--- config.mk ---
export PLATFORM = sky130hd
export DESIGN_NAME = uart_tx_fifo
export DESIGN_NICKNAME = d
export VERILOG_FILES = /design/src/rtl/uart_tx_fifo.sv
export SDC_FILE = /design/constraint.sdc
export NUM_CORES = 1
export LEC_CHECK = 0
export CORE_MARGIN = 5
export CORE_UTILIZATION = 65
export CTS_BUF_LIST = sky130_fd_sc_hd__clkbuf_8
export CTS_CLUSTER_DIAMETER = 80
export DETAILED_ROUTE_END_ITERATION = 6
export DONT_BUFFER_PORTS = 1
export PLACE_DENSITY = 0.91
export SLEW_MARGIN = 20
export SYNTH_ARGS = -nofsm -noshare
export SYNTH_HDL_FRONTEND = slang
export SYNTH_SLANG_ARGS = --single-unit
export TNS_END_PERCENT = 20
--- constraint.sdc ---
create_clock -name clk -period 4.9 [get_ports clk]
set_input_delay 0.245 -clock clk [delete_from_list [all_inputs] [get_ports clk]]
set_output_delay 0.245 -clock clk [all_outputs]
set_load 0.02 [all_outputs]
--- src/rtl/uart_tx_fifo.sv ---
// UART transmitter with a ready/valid input FIFO, internal baud divider,
// runtime-selectable parity and stop-bit count; back-to-back frames are gapless.
module uart_tx_fifo #(
  parameter int unsigned DATA_WIDTH = 8,
  parameter int unsigned FIFO_DEPTH = 4,
  parameter int unsigned DIV_WIDTH  = 16
) (
  input  logic                          clk,
  input  logic                          reset,
  input  logic [DATA_WIDTH-1:0]         s_data,
  input  logic                          s_valid,
  output logic                          s_ready,
  input  logic [DIV_WIDTH-1:0]          baud_div,
  input  logic [1:0]                    parity_mode,
  input  logic                          two_stop,
  output logic                          tx_serial,
  output logic                          tx_busy,
  output logic                          tx_done,
  output logic [$clog2(FIFO_DEPTH):0]   fifo_count
);

  localparam int unsigned AW = $clog2(FIFO_DEPTH);
  localparam int unsigned BW = $clog2(DATA_WIDTH + 1);
  localparam logic [BW-1:0] LAST_BIT = BW'(DATA_WIDTH - 1);
  localparam logic [AW:0]   FULL     = (AW + 1)'(FIFO_DEPTH);

  typedef enum logic [2:0] {IDLE, START, DATA, PARITY, STOP} state_t;

  state_t                 state;
  logic [DATA_WIDTH-1:0]  mem [FIFO_DEPTH];
  logic [AW-1:0]          wr_ptr;
  logic [AW-1:0]          rd_ptr;
  logic                   push;
  logic                   pop;
  logic                   fifo_empty;
  logic                   bit_end;
  logic                   frame_end;
  logic [DIV_WIDTH-1:0]   div_q;
  logic [DIV_WIDTH-1:0]   div_cnt;
  logic [DATA_WIDTH-1:0]  shreg;
  logic [BW-1:0]          bit_idx;
  logic                   par_en;
  logic                   par_bit;
  logic                   two_stop_q;
  logic                   stop_second;

  assign s_ready    = (fifo_count != FULL);
  assign fifo_empty = (fifo_count == '0);
  assign push       = s_valid && s_ready;
  assign bit_end    = (div_cnt == div_q - DIV_WIDTH'(1));
  assign frame_end  = (state == STOP) && bit_end && (!two_stop_q || stop_second);
  assign pop        = !fifo_empty && ((state == IDLE) || frame_end);

  always_ff @(posedge clk) begin
    if (push) mem[wr_ptr] <= s_data;
  end

  always_ff @(posedge clk) begin
    if (reset) begin
      wr_ptr     <= '0;
      rd_ptr     <= '0;
      fifo_count <= '0;
    end else begin
      if (push) wr_ptr <= wr_ptr + AW'(1);
      if (pop)  rd_ptr <= rd_ptr + AW'(1);
      case ({push, pop})
        2'b10:   fifo_count <= fifo_count + (AW + 1)'(1);
        2'b01:   fifo_count <= fifo_count - (AW + 1)'(1);
        default: ;
      endcase
    end
  end

  always_ff @(posedge clk) begin
    if (reset) begin
      state       <= IDLE;
      tx_serial   <= 1'b1;
      tx_busy     <= 1'b0;
      tx_done     <= 1'b0;
      div_q       <= DIV_WIDTH'(1);
      div_cnt     <= '0;
      shreg       <= '0;
      bit_idx     <= '0;
      par_en      <= 1'b0;
      par_bit     <= 1'b0;
      two_stop_q  <= 1'b0;
      stop_second <= 1'b0;
    end else begin
      tx_done <= 1'b0;
      if (state != IDLE) div_cnt <= bit_end ? '0 : div_cnt + DIV_WIDTH'(1);

      case (state)
        IDLE: tx_serial <= 1'b1;
        START: begin
          if (bit_end) begin
            state     <= DATA;
            tx_serial <= shreg[0];
            shreg     <= shreg >> 1;
            bit_idx   <= '0;
          end
        end
        DATA: begin
          if (bit_end) begin
            if (bit_idx == LAST_BIT) begin
              stop_second <= 1'b0;
              if (par_en) begin
                state     <= PARITY;
                tx_serial <= par_bit;
              end else begin
                state     <= STOP;
                tx_serial <= 1'b1;
              end
            end else begin
              bit_idx   <= bit_idx + BW'(1);
              tx_serial <= shreg[0];
              shreg     <= shreg >> 1;
            end
          end
        end
        PARITY: begin
          if (bit_end) begin
            state     <= STOP;
            tx_serial <= 1'b1;
          end
        end
        STOP: begin
          if (bit_end) begin
            if (frame_end) begin
              tx_done   <= 1'b1;
              state     <= IDLE;
              tx_busy   <= 1'b0;
              tx_serial <= 1'b1;
            end else begin
              stop_second <= 1'b1;
            end
          end
        end
        default: state <= IDLE;
      endcase

      // A pop (from IDLE or the last stop cycle) overrides the case above,
      // which is what makes back-to-back frames start with no idle cycle.
      if (pop) begin
        state       <= START;
        tx_serial   <= 1'b0;
        tx_busy     <= 1'b1;
        div_cnt     <= '0;
        shreg       <= mem[rd_ptr];
        div_q       <= (baud_div == '0) ? DIV_WIDTH'(1) : baud_div;
        par_en      <= (parity_mode == 2'd1) || (parity_mode == 2'd2);
        par_bit     <= (^mem[rd_ptr]) ^ (parity_mode == 2'd2);
        two_stop_q  <= two_stop;
        stop_second <= 1'b0;
      end
    end
  end

endmodule

==> results of run 1 <==
state kept, by name, summed over array words and instances (netlist names), named ones only:
signal / cells
state: 3
tx_serial: 1
mem: 32
tx_busy: 1
par_bit: 1
bit_idx: 4
shreg: 8
par_en: 1
fifo_count: 3
div_q: 16
wr_ptr: 2
stop_second: 1
two_stop_q: 1
rd_ptr: 2
div_cnt: 16
tx_done: 1
power breakdown:
part           leakage (nW)  internal, W  switching (W)
clock                 0.101     0.000201       0.000321
combinational         0.892     0.000599       0.000774
sequential            0.808     0.000976       0.000213
metal layers:
layer  global-route usage [%]  up-vias
met5                        0        -
met4                    6.370        0
met3                    7.419       17
met2                    44.26       84
met1                    28.05     1701
li1                         -     1690
worst max-delay path, delay by kind of cell (launching register included):
family	cells	cell delay [ns]
compound gates	2	0.43
xor+xnor	1	0.16
fa+ha+maj	3	0.80
buf+inv	4	0.47
flops	1	0.37
simple gates	6	1.92
per-stage QoR:
| step | util [%] | setup WS [ns] | hold WS (ns) | instance area (um2) | cells |
|---|---|---|---|---|---|
| 6_report | 72.41 | 0.6796 | 0.01641 | 5196 | 565 |
| 5_1_grt | 72.41 | 0.4158 | 0.006082 | 5196 | 565 |
| 4_1_cts | 72.19 | 0.7043 | 0.0008279 | 5180 | 564 |
| 3_5_place_dp | 66.29 | 0.7718 | 0.3210 | 4757 | 526 |
| 3_3_place_gp | 66.29 | 0.9493 | 0.3196 | 4757 | 526 |
| 2_1_floorplan | - | 0.9938 | 0.3439 | 4736 | 450 |
cells in the final DEF (no fill, tap or decap), drive strengths merged, types with 3 or more instances in the layout:
cell type    instances
nand3               14
nand3b               4
xor2                17
nor3b                4
a31oi                4
inv                 17
nand4               11
mux2i                8
ha                   9
and3                11
nor4                 8
nor3                14
nand4b               3
or3                  5
a211oi               8
nand2               17
dfxtp               63
a21oi               26
nand2b               6
a22o                13
nor2b                3
nor2                34
dlygate4sd3         23
edfxtp              32
xnor2               28
or4                  4
and4                 4
mux4                 8
a21boi               4
clkinv               5
o21ai               11
o211ai               5
clkbuf               9
logic make-up after synthesis:
logic type / synth area share, %
buffers and inverters: 3.672
XOR/XNOR: 8.639
AO/OA/AOI/OAI: 13.42
AND/OR/NAND/NOR: 18.81
adder cells (fa/ha/maj): 2.801
multiplexers: 5.733
flip-flops: 46.92
final cells by class:
class | instances | area, um2
tap | 99 | 123.9
multi-input combinational | 315 | 2346
clock buffer | 9 | 123.9
inverter | 15 | 56.30
clock inverter | 7 | 78.83
timing repair buffer | 25 | 245.2
fill | 498 | 1979
sequential | 95 | 2222
synth_stat cells, drive strengths merged (4+ instances only):
master and instances:
dfxtp 63, nor2 34, edfxtp 32, xnor2 28
a21oi 26, nand2 17, xor2 17, inv 15
nand3 14, nor3 14, a22o 13, clkbuf 13
buf 12, and3 11, nand4 11, o21ai 11
ha 9, a211oi 8, mux2i 8, mux4 8
nor4 8, nand2b 6, o211ai 5, or3 5
a21boi 4, a31oi 4, and4 4, nand3b 4
nor3b 4, or4 4
what timing repair did:
item                      CTS  global route
hold buffers               22             1
hold endpoints to repair   72             1
buffers inserted            0             0
final timing paths:
kind,start,endpoint,slack (ns),cells past startpoint
max reg2reg,div_q[0],fifo_count[2],0.68,16
min reg2reg,par_bit,par_bit,0.48,2
max,div_q[0],fifo_count[2],0.68,16
min,two_stop,two_stop_q,0.02,2
==> summary.md, run 1 <==
| Metric | Value |
|---|---|
| Slew margin rel. | between 30% and 40% |
| Synth Warn # | 0 |
| Clk_lat worst skew | 0.40 ns |
| H-tree lvl count | 3 |
| Area grow syn2layout | 9.723% |
| Vias in the first global route | 3491 |
| Pin count of the biggest net entering global routing | 28 |
| Most common cell on crit path | inv_1 |
| Clock root buffer | clkbuf_8 |
| Worst-Margin Slew | 1.019 ns |
| TritonCTS Sinks | 95 |
| Ys async rst share | 0% |
| Total number of vias | 3492 |
| Setup TNS | 0 ns |
| Initial core utilization | around two thirds |
| Max Cap Violations | 0 |
| Final period util | a little under nine tenths |
| CTS Buffer Depth | 2 |
| Antenna viol nets, final | 0 |
| Minimum clock period | between 4 and 5 ns |
| CP Data Arrival Time | approximately 4.5 ns |
| Inserted Clock Buffers | 9 |
| Peak supply drop | 0.0003275 V |
| Post-cts sizing count | 0 |
| Initial DRC count | 216 |
| GPL Wtd Cong | about 0.95 |
| Met2 routed WL | 5502 um |
| Reg clk slew, reported paths | approximately 0.11 ns |
| Crit end category | flop |
| Top Metal Used | met4 |
| Mean post-synth cell area | around 11 um2 |
| Critical-path cell list | inv_1 > ha_1 > or3b_1 > or4_4 > a211oi_2 > and4_1 > and4_1 > buf_4 > nor2_1 > inv_1 > ha_1 > inv_1 > fa_1 > xor2_1 > or3_1 > a21oi_1 |
| Hold crit path type | in2reg |
| Residual DRC count | 0 |
| Boundary pin count | 37 |
| Final #Nets | 501 |
| Global-route wire length before repair | 16860 um |
| Leak | approximately 1.8 nW |
| Yosys cell types | 69 |
| Vias/cell | 6.181 |
| Critical path type | reg2reg |
| Final wirelength | between 10000 and 15000 um |
| Core Rows | 31 |
| Full die area | 0.009093 mm2 |
| F_max | between 200 and 250 MHz |
| GRT overflow | 0 |
| Final Hold Viols | 0 |
| Die W | around 95 um |
| Startpoint types | flop |
| Avg WL per Cell | between 15 and 20 um |
| Power per Cell Area | 593.6 mW/mm2 |
| Final setup fails | 0 |
| Initial antenna violation count | 0 |
| Cell area after synthesis | approximately 0.0047 mm2 |
| CTS tree | done |
| Slowest stage delay, CP | roughly 0.5 ns |
| Post-synthesis sequential area ratio | roughly 47% |
| Main synth FF type | dfxtp_1 |
| Critical path data required time | between 5 and 6 ns |
| Metal-1 WL | about 4000 um |
| Number of synthesized flops with an enable pin | 32 |
| Synth area leader | dfxtp_1 |
| Critical path fanouts, max | 12 |
| Layout cells sized above 1 | roughly 9% |
| Unrepaired setup endpoints after global routing | false |
| Clk_skew | ~0.024 ns |
| Post-synth top area share | 26.63% |
| Slowest-stage cell, CP | or4_4 |
| Die Y | about 95 um |
| Drt first pass iters | 5 |
| Number of port buffers | 0 |
| Met3 WL | around 540 um |
| Final count of pins violating max slew | 0 |
| Net count after synthesis | 490 |
| Core Area | 0.007176 mm2 |
| Pwr Total | roughly 0.0031 W |
| DP HPWL | 7013 um |
| Syn Inst Count | 450 |
| Area contributors post-synth | dfxtp_1, edfxtp_1, xnor2_1 |
| Antenna cell count | 0 |
| Synth Register Bits | 95 |
| GRT Total Usage | 24.50% |
| Outcome | completed |
No activity file was read; power rests on OpenSTA's default activity.
==> run 2: changes to the inputs <==
ABC_AREA = 1   (was unset)
==> summary.md, run 2 <==
| Metric | Value |
|---|---|
| Outcome | completed |
| Critical-path cell list | inv_2 > ha_1 > nand2_2 > nor2_4 > nand3_1 > nand3_1 > nand2_1 > nor2_2 > nand3_2 > nor2_8 > nand3_4 > nand2_4 > nand2_4 > inv_2 > ha_1 > inv_1 > fa_1 > a21oi_1 > o21ai_0 > o21ai_0 > a21oi_1 |
| Initial core utilization | between 60% and 70% |
| Critical path fanouts, max | 29 |
| R2R Setup Slk | ~1 ns |
| R2R cell count | 21 |
| Inserted Clock Buffers | 9 |
| Startpoint types | flop |
| Final period util | 79.20% |
| Synth Register Bits | 95 |
| Yosys cell types | 46 |
| DP HPWL | slightly below 9000 um |
| Peak supply drop | about 0.00041 V |
| Core Area | ~0.0077 mm2 |
| Hold crit path type | in2reg |
| Final Hold Viols | 0 |
| Cell area after synthesis | 0.005172 mm2 |
| CP top delay family | simple AND/OR/NAND/NOR gates |
| Worst r2r src | div_q[0] |
| Hold path depth | 2 |
| Slowest stage delay, CP | about 0.41 ns |
| Layout cells sized above 1 | 9.037% |
| Slew margin rel. | roughly a third |
| Leak | between 2 and 2.5 nW |
| Post-synth top cells | nand2_1, inv_1, nor2_1 |
| Min-delay src | baud_div[12] |
| Critical path data required time | ~5.2 ns |
| Post-Synth XOR/XNOR Area | 5.418% |
| Final count of pins violating max slew | 0 |
| Avg WL per Cell | roughly 15 um |
| Post-synthesis sequential area ratio | 42.96% |
| GR peak layer | met2 |
| Pwr Total | approximately 0.0037 W |
| Initial DRC count | ~370 |
| Final #Nets | 710 |
| Number of port buffers | 0 |
| Commonest non-fill, non-tap cells in the layout | nand2_1, nor2_1, inv_1 |
| Compound-cell area share of the yosys netlist | 7.983% |
| Post-synth top area share | between 20% and 30% |
| Net count after synthesis | 705 |
| Area grow syn2layout | 6.313% |
| Clk_skew | 0.01234 ns |
| Synth Warn # | 0 |
| Crit end category | flop |
| Critical path type | reg2reg |
| Power per Cell Area | ~660 mW/mm2 |
| Met1 Track Usage GR | between 30% and 40% |
| Largest family of logic cells by synthesized area | simple AND/OR/NAND/NOR gates |
| Most common cell in the netlist | nand2_1 |
| Core Rows | 32 |
| Post-layout util | a little under three quarters |
| Placed cell count | approximately 750 |
| Post-synthesis adder-cell area fraction | between 2 and 3% |
| Initial antenna violation count | 0 |
| CTS tree | done |
| Largest registers | mem (32), div_cnt (16), div_q (16) |
| Antenna viol nets, final | 0 |
| Clock root buffer | clkbuf_8 |
| Area contributors post-synth | dfxtp_1, edfxtp_1, nand2_1 |
| Pin count of the biggest net entering global routing | 30 |
| Final setup fails | 0 |
| Cell Count, Final, Fillers Out | about 780 |
| Number of synthesized flops with an enable pin | 32 |
| H-tree lvl count | 3 |
| Mean post-synth cell area | slightly below 8 um2 |
| Full die area | 0.009842 mm2 |
| Reg clk slew, reported paths | roughly 0.1 ns |
| Met2 Usage GRT | 43.34% |
| Max reg flops | 32 |
| Main synth FF type | dfxtp_1 |
| Reg-to-Reg End | fifo_count[2] |
| Vias in the first global route | 4364 |
| Clk_lat worst skew | 0.38 ns |
| Die W | 99.21 um |
| Antenna cell count | 0 |
| Unrepaired setup endpoints after global routing | false |
| CP Data Arrival Time | roughly 4.2 ns |
| Total number of vias | around 4500 |
| Vias/cell | about 5.8 |
| Hold endpoint | div_q[12] |
| CTS Buffer Depth | 2 |
| Synth area leader | dfxtp_1 |
| F_max | roughly 260 MHz |
| Worst-Margin Slew | approximately 0.97 ns |
| Die Y | around 99 um |
| Max Cap Violations | 0 |
| GRT Total Usage | about 25% |
| Slowest-stage cell, CP | inv_2 |
| GRT overflow | 0 |
| Syn Inst Count | 665 |
| Drt first pass iters | 6 |
| Global-route wire length before repair | slightly above 20000 um |
| Minimum clock period | 3.881 ns |
| Final wirelength | 11960 um |
| Met3 Track Usage GR | under 10% |
| Residual DRC count | 0 |
| GPL Wtd Cong | 0.9700 |
| WP buf/inv | 3 |
| Setup TNS | 0 ns |
| Post-synthesis mux area share | 0% |
| TritonCTS Sinks | 95 |
| Commonest non-fill, non-tap cell in the layout | nand2_1 |
| Ys async rst share | 0% |
| Largest reg by FF count | mem |
| Boundary pin count | 37 |
| Simple-gate share of the synthesized area | between 30 and 40% |
==> run 2: cell types whose count changed after synthesis, sizes merged, moves of 8 or more <==
cell / before / now
o21ai: 11 / 36
nand2: 17 / 162
mux4: 8 / 0
a211oi: 8 / 0
a22o: 13 / 0
and3: 11 / 1
inv: 15 / 72
nor2: 34 / 77
xnor2: 28 / 8
mux2i: 8 / 0
nor3: 14 / 24
nand3: 14 / 70
==> run 2: timing repair <==
item / CTS / global route
hold buffers: 9 / 0
setup endpoints to repair: 0 / 0
resized for setup: 0 / 0
buffers inserted: 0 / 0
endpoints found under the hold margin: 45 / 0
==> run 2: logic make-up after synthesis <==
family	after synthesis
buffers and inverters	90
adders and majority gates	10
AOI/OAI and AO/OA	74
xor gates and xnor gates	32
DFF	95
and+or+nand+nor	364
==> run 2: worst max path at each step <==
stage / end / start / slack [ns] / cells after the start
2_1_floorplan: fifo_count[2] / div_q[0] / 1.77 / 22
3_3_place_gp: fifo_count[2] / div_q[0] / 1.21 / 21
3_5_place_dp: fifo_count[2] / div_q[0] / 1.07 / 21
4_1_cts: fifo_count[2] / div_q[0] / 1.05 / 21
5_1_grt: fifo_count[2] / div_q[0] / 0.53 / 21
6_report: fifo_count[2] / div_q[0] / 1.02 / 21
==> run 2: final cells by class <==
cell class,instances,area (um2)
clock buffer,9,123.9
clock inverter,7,68.82
fill,579,2228
inverter,74,277.8
multi-input combinational,480,2581
sequential,95,2222
tap,102,127.6
timing repair buffer,10,97.59
==> run 2: where the power goes <==
part	switching, W	leakage, nW	internal (W)
logic	0.00132	1.29	0.000636
clock network	0.000312	0.101	0.000202
registers	0.000184	0.809	0.000996
==> run 2: routing by layer <==
metal,share of wire (%),routed length [um]
met5,0,0
met3,6.9,827
met2,49,5881
met4,2.9,342
met1,41,4906
==> run 2: through the flow <==
step                worst slack, ns  area (um2)  hold slack (ns)
detailed placement            1.072        5216           0.3146
global route                 0.5336        5499         0.009475
CTS                           1.052        5499         0.002540
finish                        1.019        5499         0.008790
floorplan                     1.774        5172           0.3141
global placement              1.210        5216           0.3130
==> run 3: changes to the inputs <==
ABC_AREA = 0   (was 1)
clock period = 4 ns   (was 4.9 ns; I/O delays follow)
==> summary.md, run 3 (synthesized netlist as in run 1, its figures left out) <==
| Metric | Value |
|---|---|
| Die Y | ~95 um |
| Die W | 95.36 um |
| Setup Fix Bufs, Post-CTS | 0 |
| Outcome | completed |
| Critical-path cell list | inv_2 > ha_4 > or3b_4 > or4_4 > a211oi_4 > and4_1 > and4_1 > nor2_1 > inv_1 > ha_1 > inv_1 > fa_1 > xor2_1 > or3_1 > a21oi_1 |
| Layout cells sized above 1 | roughly a tenth |
| Full die area | a little over 0.009 mm2 |
| R2R cell count | 15 |
| Slowest stage delay, CP | between 0.5 and 0.6 ns |
| Final count of pins violating max slew | 0 |
| Crit path from | div_q[0] |
| Pwr Total | ~0.0039 W |
| Initial antenna violation count | 0 |
| Critical path data required time | 4.32 ns |
| Pin count of the biggest net entering global routing | 29 |
| Reg-to-Reg End | fifo_count[2] |
| Slowest-stage cell, CP | or4_4 |
| Boundary pin count | 37 |
| Largest reg by FF count | mem |
| GRT Total Usage | between 20% and 30% |
| Post-layout util | around three quarters |
| Drt first pass iters | 5 |
| Final setup fails | 0 |
| H-tree lvl count | 3 |
| Core Rows | 31 |
| Power per Cell Area | 733.8 mW/mm2 |
| Clock root buffer | clkbuf_8 |
| Crit end category | flop |
| Leak | about 1.8 nW |
| Reg clk slew, reported paths | 0.11 ns |
| Residual DRC count | 0 |
| Commonest non-fill, non-tap cell in the layout | dfxtp_1 |
| Critical path fanouts, max | 6 |
| Max Cap Violations | 0 |
| Max reg flops | 32 |
| Clk_skew | 0.02122 ns |
| Clk_lat worst skew | around 0.39 ns |
| Final wirelength | 10560 um |
| Setup TNS | 0 ns |
| Core Area | 0.007176 mm2 |
| Global-route wire length before repair | around 17000 um |
| CP Data Arrival Time | roughly 4.2 ns |
| Area grow syn2layout | 11.60% |
| Initial DRC count | 258 |
| Hold crit path type | in2reg |
| Inserted Clock Buffers | 9 |
| Unrepaired setup endpoints after global routing | false |
| Worst setup path end | fifo_count[2] |
| R2R Setup Slk | 0.15 ns |
| Minimum clock period | 3.849 ns |
| Hold slack | around 0.11 ns |
| Final period util | a little over nine tenths |
| Antenna viol nets, final | 0 |
| CTS Buffer Depth | 2 |
| Final Hold Viols | 0 |
| Worst r2r src | div_q[0] |
| Number of port buffers | 0 |
| Vias/cell | ~6.2 |
| Min-delay src | reset |
| Final #Nets | a little over 500 |
| Layout fillers | between 400 and 500 |
| Antenna cell count | 0 |
| Critical path type | reg2reg |
| Largest registers | mem (32), div_cnt (16), div_q (16) |
| Worst-Margin Slew | 0.8351 ns |
| Vias in the first global route | ~3600 |
| GRT overflow | 0 |
| GPL Wtd Cong | between 0.9 and 1 |
| Startpoint types | flop |
| Total number of vias | 3576 |
| DP HPWL | 7268 um |
| Initial core utilization | between 60% and 70% |
| Avg WL per Cell | between 15 and 20 um |
| Peak supply drop | 0.0004297 V |
| TritonCTS Sinks | between 90 and 100 |
| Commonest non-fill, non-tap cells in the layout | dfxtp_1, nor2_1, edfxtp_1 |
| Slew margin rel. | about 44% |
| CTS tree | done |
| F_max | 259.8 MHz |
## run 3: cell count changes in the layout (fill, tap and decap cells not counted), moves of 10 or more
| cell | previous run | this run |
|---|---|---|
| nand3_1 | 63 | 14 |
| dlygate4sd3_1 | 9 | 25 |
| inv_1 | 65 | 14 |
| xnor2_1 | 8 | 26 |
| a22o_1 | 0 | 13 |
| and3_1 | 1 | 11 |
| nor2_1 | 65 | 34 |
| o21ai_0 | 29 | 3 |
| nor3_1 | 23 | 13 |
| nand2_1 | 150 | 17 |
## run 3: critical path: cells and delay by family, from the launching register on
kind	cells	cell delay, ns
buffers and inverters	3	0.26
and+or+nand+nor	6	1.84
xor gates and xnor gates	1	0.16
DFF	1	0.37
adders and majority gates	3	0.73
AOI/OAI and AO/OA	2	0.42
## run 3: worst min path at each step
stage          depth (start not counted)   endpoint
2_1_floorplan                          0  mem[0][0]
3_3_place_gp                           1   shreg[6]
3_5_place_dp                           1   shreg[6]
4_1_cts                                2  rd_ptr[1]
5_1_grt                                2  rd_ptr[1]
6_report                               2  rd_ptr[1]
## run 3: through the flow
step           cells  cell area [um2]  setup WS, ns
6_report         573             5285        0.1514
5_1_grt          573             5285       0.03254
4_1_cts          573             5268       0.05902
3_5_place_dp     531             4795        0.1293
3_3_place_gp     531             4795        0.3005
2_1_floorplan    450             4736       0.09384
## run 3: where the power goes
part           internal, W  total, W  switching, W
combinational     0.000787   0.00178      0.000991
sequential         0.00120   0.00146      0.000265
clock             0.000252  0.000639      0.000387
## run 3: layer usage
layer	wire (um)	track usage, %	up-vias	part of all wire (%)
met5	0	0	-	0
met4	291	9.375	0	2.8
met3	794	7.261	31	7.5
met2	5555	44.37	137	53
met1	3918	28.18	1707	37
li1	-	-	1701	-
## run 3: cell type report
type	instances	area [um2]	share of cell area, %
Clock buffer	9	123.9	2.344
Sequential cell	95	2222	42.05
Timing Repair Buffer	33	307.8	5.824
Clock inverter	7	88.84	1.681
Multi-Input combinational cell	315	2362	44.70
Inverter	15	56.30	1.065
Tap cell	99	123.9	2.344
## run 3: what timing repair did
action / 4_1_cts / 5_1_grt
gates resized for setup: 0 / 5
hold buffers: 26 / 0
setup endpoints to repair: 0 / 1
hold endpoints to repair: 74 / 0
